**src/rtl/carregador_operandos_pkg.sv**
```systemverilog
// -----------------------------------------------------------------------------
// carregador_operandos_pkg
//
// Shared definitions for the operand loader:
//   - estado_t : FSM state codes, also shown on the LEDs (code 2'b11 unused)
//   - CONT_W   : width of the debounce counter
//   - estado_proximo() : state reached after an accepted key press
// -----------------------------------------------------------------------------
package carregador_operandos_pkg;

    // Debounce counter width; holds any DEBOUNCE_CYCLES up to 2^20-1.
    localparam int CONT_W = 20;

    typedef enum logic [1:0] {
        ESPERA_A = 2'b00,
        ESPERA_B = 2'b01,
        PRONTO   = 2'b10
    } estado_t;

    // Sequence of the loader: A -> B -> ready -> A. Any unknown code,
    // including 2'b11, returns to ESPERA_A.
    function automatic estado_t estado_proximo(input estado_t atual);
        case (atual)
            ESPERA_A: estado_proximo = ESPERA_B;
            ESPERA_B: estado_proximo = PRONTO;
            default:  estado_proximo = ESPERA_A;
        endcase
    endfunction

endpackage

```
**src/rtl/carregador_operandos_debounce_tecla.sv**
```systemverilog
// -----------------------------------------------------------------------------
// debounce_tecla
//
// Turns the raw, active-low pushbutton into a single-cycle press pulse.
//   KEY -> two-flop synchronizer -> counter-based debouncer -> falling-edge
//   detector -> pulso (registered).
//
// Ports:
//   CLOCK_50 : system clock, all state on its rising edge
//   reset    : synchronous, active-high
//   KEY      : raw asynchronous pushbutton (0 = pressed)
//   pulso    : high for exactly one cycle per accepted press
//
// Latency: if KEY is first sampled low at edge N and stays low, pulso is
// high in the cycle following edge N+DEBOUNCE_CYCLES+2.
// -----------------------------------------------------------------------------
module debounce_tecla
    import carregador_operandos_pkg::*;
#(
    parameter int DEBOUNCE_CYCLES = 1000000
) (
    input  logic CLOCK_50,
    input  logic reset,
    input  logic KEY,
    output logic pulso
);

    localparam logic [CONT_W-1:0] LIMITE = CONT_W'(DEBOUNCE_CYCLES - 1);

    logic              sync1_q, sync1_d;
    logic              sync2_q, sync2_d;
    logic              nivel_q, nivel_d;          // debounced level
    logic              nivel_ant_q, nivel_ant_d;  // debounced level, one cycle old
    logic [CONT_W-1:0] cont_q, cont_d;
    logic [1:0]        sync_ok_q, sync_ok_d;      // synchronizer refilled since reset
    logic              armado_q, armado_d;        // key seen released since reset
    logic              pulso_q, pulso_d;

    // NOTE: every variable gets a default at the top of the always_comb so no
    // path leaves it unassigned; otherwise synthesis infers a latch.
    always_comb begin
        sync1_d     = KEY;
        sync2_d     = sync1_q;
        nivel_d     = nivel_q;
        nivel_ant_d = nivel_q;
        cont_d      = cont_q;
        sync_ok_d   = {sync_ok_q[0], 1'b1};

        if (sync2_q == nivel_q) begin
            cont_d = '0;
        end else if (cont_q == LIMITE) begin
            nivel_d = sync2_q;
            cont_d  = '0;
        end else begin
            cont_d = cont_q + CONT_W'(1);
        end

        // The synchronizer resets to "released", so right after reset its
        // output says nothing about the real key. Only once it holds real
        // samples and shows the key up (and debounced up) is a press
        // allowed to count. A key held through reset therefore never
        // produces a pulse until it is released and pressed again.
        armado_d = armado_q | (sync_ok_q[1] & sync2_q & nivel_q);

        // Debounced 1->0 only; the release edge produces nothing.
        pulso_d = armado_q & nivel_ant_q & ~nivel_q;
    end

    // NOTE: sequential state uses non-blocking assignments so every flop
    // samples the values from before the edge, independent of statement order.
    always_ff @(posedge CLOCK_50) begin
        if (reset) begin
            sync1_q     <= 1'b1;
            sync2_q     <= 1'b1;
            nivel_q     <= 1'b1;
            nivel_ant_q <= 1'b1;
            cont_q      <= '0;
            sync_ok_q   <= '0;
            armado_q    <= 1'b0;
            pulso_q     <= 1'b0;
        end else begin
            sync1_q     <= sync1_d;
            sync2_q     <= sync2_d;
            nivel_q     <= nivel_d;
            nivel_ant_q <= nivel_ant_d;
            cont_q      <= cont_d;
            sync_ok_q   <= sync_ok_d;
            armado_q    <= armado_d;
            pulso_q     <= pulso_d;
        end
    end

    assign pulso = pulso_q;

endmodule

```
**src/rtl/carregador_operandos.sv**
```systemverilog
// -----------------------------------------------------------------------------
// carregador_operandos
//
// Loads the operands of a 4-bit adder from switches, one key press per step:
//   press 1 : A   <= SW[3:0]
//   press 2 : B   <= SW[3:0], TE0 <= SW[4]   (valido rises)
//   press 3 : A, B, TE0 cleared              (back to waiting for A)
//
// Ports:
//   CLOCK_50 : system clock
//   reset    : synchronous, active-high
//   KEY      : raw pushbutton, active-low
//   SW[4:0]  : SW[3:0] operand value, SW[4] carry-in
//   A, B     : registered operands
//   TE0      : registered carry-in
//   valido   : registered, high while the state is PRONTO
//   estado   : current state code for the LEDs
//
// Outputs change on the edge after the debounced press pulse.
// -----------------------------------------------------------------------------
module carregador_operandos
    import carregador_operandos_pkg::*;
#(
    parameter int DEBOUNCE_CYCLES = 1000000
) (
    input  logic       CLOCK_50,
    input  logic       reset,
    input  logic       KEY,
    input  logic [4:0] SW,
    output logic [3:0] A,
    output logic [3:0] B,
    output logic       TE0,
    output logic       valido,
    output logic [1:0] estado
);

    logic       pulso;

    estado_t    estado_q, estado_d;
    logic [3:0] a_q, a_d;
    logic [3:0] b_q, b_d;
    logic       te0_q, te0_d;
    logic       valido_q, valido_d;

    debounce_tecla #(
        .DEBOUNCE_CYCLES(DEBOUNCE_CYCLES)
    ) u_debounce (
        .CLOCK_50(CLOCK_50),
        .reset   (reset),
        .KEY     (KEY),
        .pulso   (pulso)
    );

    always_comb begin
        estado_d = estado_q;
        a_d      = a_q;
        b_d      = b_q;
        te0_d    = te0_q;

        case (estado_q)
            ESPERA_A: begin
                if (pulso) begin
                    a_d      = SW[3:0];
                    estado_d = estado_proximo(estado_q);
                end
            end
            ESPERA_B: begin
                if (pulso) begin
                    b_d      = SW[3:0];
                    te0_d    = SW[4];
                    estado_d = estado_proximo(estado_q);
                end
            end
            PRONTO: begin
                if (pulso) begin
                    a_d      = '0;
                    b_d      = '0;
                    te0_d    = 1'b0;
                    estado_d = estado_proximo(estado_q);
                end
            end
            default: begin
                // Illegal code: recover unconditionally, operands untouched.
                estado_d = ESPERA_A;
            end
        endcase

        // Derived from the next state so valido rises together with PRONTO.
        valido_d = (estado_d == PRONTO);
    end

    always_ff @(posedge CLOCK_50) begin
        if (reset) begin
            estado_q <= ESPERA_A;
            a_q      <= '0;
            b_q      <= '0;
            te0_q    <= 1'b0;
            valido_q <= 1'b0;
        end else begin
            estado_q <= estado_d;
            a_q      <= a_d;
            b_q      <= b_d;
            te0_q    <= te0_d;
            valido_q <= valido_d;
        end
    end

    assign A      = a_q;
    assign B      = b_q;
    assign TE0    = te0_q;
    assign valido = valido_q;
    assign estado = estado_q;

endmodule

```
**config.mk**
```make
export PLATFORM = sky130hd
export DESIGN_NAME = carregador_operandos
export DESIGN_NICKNAME = d
export VERILOG_FILES = /design/src/rtl/carregador_operandos_pkg.sv /design/src/rtl/carregador_operandos_debounce_tecla.sv /design/src/rtl/carregador_operandos.sv
export SDC_FILE = /design/constraint.sdc
export NUM_CORES = 1
export LEC_CHECK = 0
export ABC_CLOCK_PERIOD_IN_PS = 2370
export BUFFER_PORTS_ARGS = -buffer_cell sky130_fd_sc_hd__buf_4
export CORE_MARGIN = 2
export CORE_UTILIZATION = 49
export DETAILED_ROUTE_END_ITERATION = 10
export MAX_ROUTING_LAYER = met4
export PLACE_DENSITY = 0.69
export SLEW_MARGIN = 15
export SYNTH_ARGS = -nofsm -noshare
export SYNTH_HDL_FRONTEND = slang
export SYNTH_SLANG_ARGS = --single-unit
export TNS_END_PERCENT = 5
```
**constraint.sdc**
```tcl
create_clock -name CLOCK_50 -period 2.37 [get_ports CLOCK_50]
set_input_delay 0.237 -clock CLOCK_50 [delete_from_list [all_inputs] [get_ports CLOCK_50]]
set_output_delay 0.237 -clock CLOCK_50 [all_outputs]
set_load 0.05 [all_outputs]
```
==> run metrics <==
post-synth top area cell=dfxtp_1; Post-CTS Setup Bufs=0; Root Buffer=clkbuf_4; initial DRC count=26; gpl congestion=0.800; Slew HR=60.9%; Final ANT Viol Nets=0; P_leak=0.000633 uW; drt via density=5.33; post-CTS sizing=0; area grow syn2layout=15.7%; die footprint=3860 um2; Final Max Slew Viols=0; status=completed; layout net count=208; Final Critical Period=2.14 ns; Synth cell types=36; Post-route DRC=0; first-pass GRT wire length=between 5000 and 6000 um; Core Box Area=~3300 um2; fin cells=roughly 250; Peak VDD IR=0.377 mV; IO Count=20; number of synthesis warnings=0; top_reg_cell synth=dfxtp_1; Syn Inst Count=between 150 and 200; Post-synth top cells=dfxtp_1, nor2_1, xnor2_1; clk buf depth=2; share of the synthesized area in the top cell type=48.3%; Worst EP required=2.65 ns; initial antenna violation count=0; DR vias=~1.3k; Num CTS Buffers=5; Detailed Route WL=around 3100 um; H-tree Lvls=2; Setup TNS=0 ns; ranking of synthesized cells by area=dfxtp_1, nor2_1, xnor2_1, mux2i_1, a22o_1; hpwl dp=between 2000 and 2500 um; cell row count=21; Critical Path AT=2.41 ns; Worst-Margin Slew=0.580 ns; IO buf count=19; GR Overflow Total=0; total placed cells including tap cells=238; worst skew pair latency=around 0.35 ns; Seq/Total Area, Yosys=48.3%; Max Cap Viol=0; CP endpoint kind=flop; vias in the first global route=1199; Total GRT Usage=~17%; die height=62.2 um; Post-synth EDFFs=0; clock-pin slew on the worst setup and hold paths=~0.12 ns; TritonCTS clock tree=yes; WL per Instance=12.4 um; final worst-path cycle share=90.2%; pwr/cell area=just over 600 nW/um2; top-count cell post-synth=dfxtp_1; Layout Skew=0.0107 ns; Synth async-reset ratio=0%; Post-Syn Area=between 1500 and 2000 um2; Net Count, Synth=189; ratio of cells with drive above 1 in the final layout=19.5%; mean area per synthesized cell=9.21 um2; RSZ-0062 raised after global routing=no; drt first pass iters=5; CP Launch Type=flop; die width=62.2 um; pin count of the biggest net entering global routing=22; crit path kind=reg -> reg; Initial Util=50.5%; CTS sink cnt=40; Worst Path Max Fanout=8; hold-fix buffer count after cts=0; ant diodes=0; Hold Crit Class=in -> reg; Max Freq=roughly 0.47 GHz; endpoints failing setup=0; Yosys reg bits=40; count of final hold-check violations=0
-- cells in the final DEF (no fill, tap or decap), types with 6 or more instances in the layout --
cell type / netlist / final
dfxtp_1: 40 / 40
nor2_1: 28 / 28
buf_4: 1 / 21
xnor2_1: 10 / 10
a21oi_1: 8 / 8
inv_1: 7 / 7
nor2b_1: 7 / 7
nand3_1: 6 / 6
nand2_1: 6 / 6
o21ai_0: 6 / 6
nor3_1: 6 / 6
-- through the flow --
stage / hold slack, ns / worst slack (ns) / util, % / power (uW) / area (um2)
2_1_floorplan: 0.336 / 0.416 / - / 709 / 1660
3_3_place_gp: 0.397 / 0.371 / 55.8 / 721 / 1830
3_5_place_dp: 0.409 / 0.259 / 55.8 / 723 / 1830
4_1_cts: 0.0459 / 0.223 / 58.4 / 1180 / 1920
5_1_grt: 0.0372 / 0.0978 / 58.4 / 1210 / 1920
6_report: 0.0719 / 0.233 / 58.4 / 1160 / 1920
-- final cells by class --
class | instances | area, um2
flip-flops and latches | 40 | 801
fillers | 310 | 1370
repair buffers | 21 | 158
multi-input cells | 124 | 792
well taps | 46 | 57.6
clock buffers | 5 | 37.5
inverters | 7 | 26.3
clock inverters | 3 | 46.3
-- per-layer routing --
layer  global-route usage [%]  part of all wire (%)  vias up
met3                     5.07                   3.6        2
met5                        -                     0        -
met2                     28.3                    50       17
met1                     19.8                    46      628
met4                     7.50                  0.82        0
li1                         -                     -      665
-- flip-flops by register name, summed over array words and instances, names as in the netlist --
signal / flops
u_debounce.pulso: 1
TE0: 1
u_debounce.sync1_q: 1
estado: 2
A: 4
u_debounce.armado_q: 1
u_debounce.cont_q: 20
valido: 1
u_debounce.nivel_ant_d: 1
u_debounce.sync2_q: 1
B: 4
u_debounce.nivel_ant_q: 1
u_debounce.sync_ok_q: 2
-- power breakdown --
group / total, uW / internal (uW) / switching, uW
Combinational: 27.6 / 14.4 / 13.3
Clock: 454 / 225 / 228
Sequential: 679 / 677 / 2.24
Total: 1160 / 917 / 244
-- final timing paths --
check                             startpoint                                to  slack (ns)  cells past startpoint
max          u_debounce.cont_q[0]$_SDFF_PP0_  u_debounce.cont_q[18]$_SDFF_PP0_        0.23                      5
min                                      KEY     u_debounce.sync1_q$_SDFF_PP1_        0.07                      2
max reg2reg  u_debounce.cont_q[0]$_SDFF_PP0_  u_debounce.cont_q[18]$_SDFF_PP0_        0.23                      5
min reg2reg    u_debounce.sync1_q$_SDFF_PP1_     u_debounce.sync2_q$_SDFF_PP1_        0.44                      1
-- kinds of logic (layout without fill, tap and decap cells) --
logic type	after synthesis	after routing	synth area share (%)
AND/OR/NAND/NOR	77	77	25.1
AO/OA/AOI/OAI	29	29	12.6
adder cells (fa/ha/maj)	1	1	0.755
multiplexers	5	5	3.02
buffers and inverters	16	36	3.92
XOR/XNOR	12	12	6.34
flip-flops	40	40	48.3
-- worst max-delay path, stage by stage (launching register included) --
cell and delay [ns]:
dfxtp_1 0.39, ha_1 0.22, nand2_1 0.18, or4_1 0.67, or4_1 0.45, a21oi_1 0.15
No activity file was read; power rests on OpenSTA's default activity.
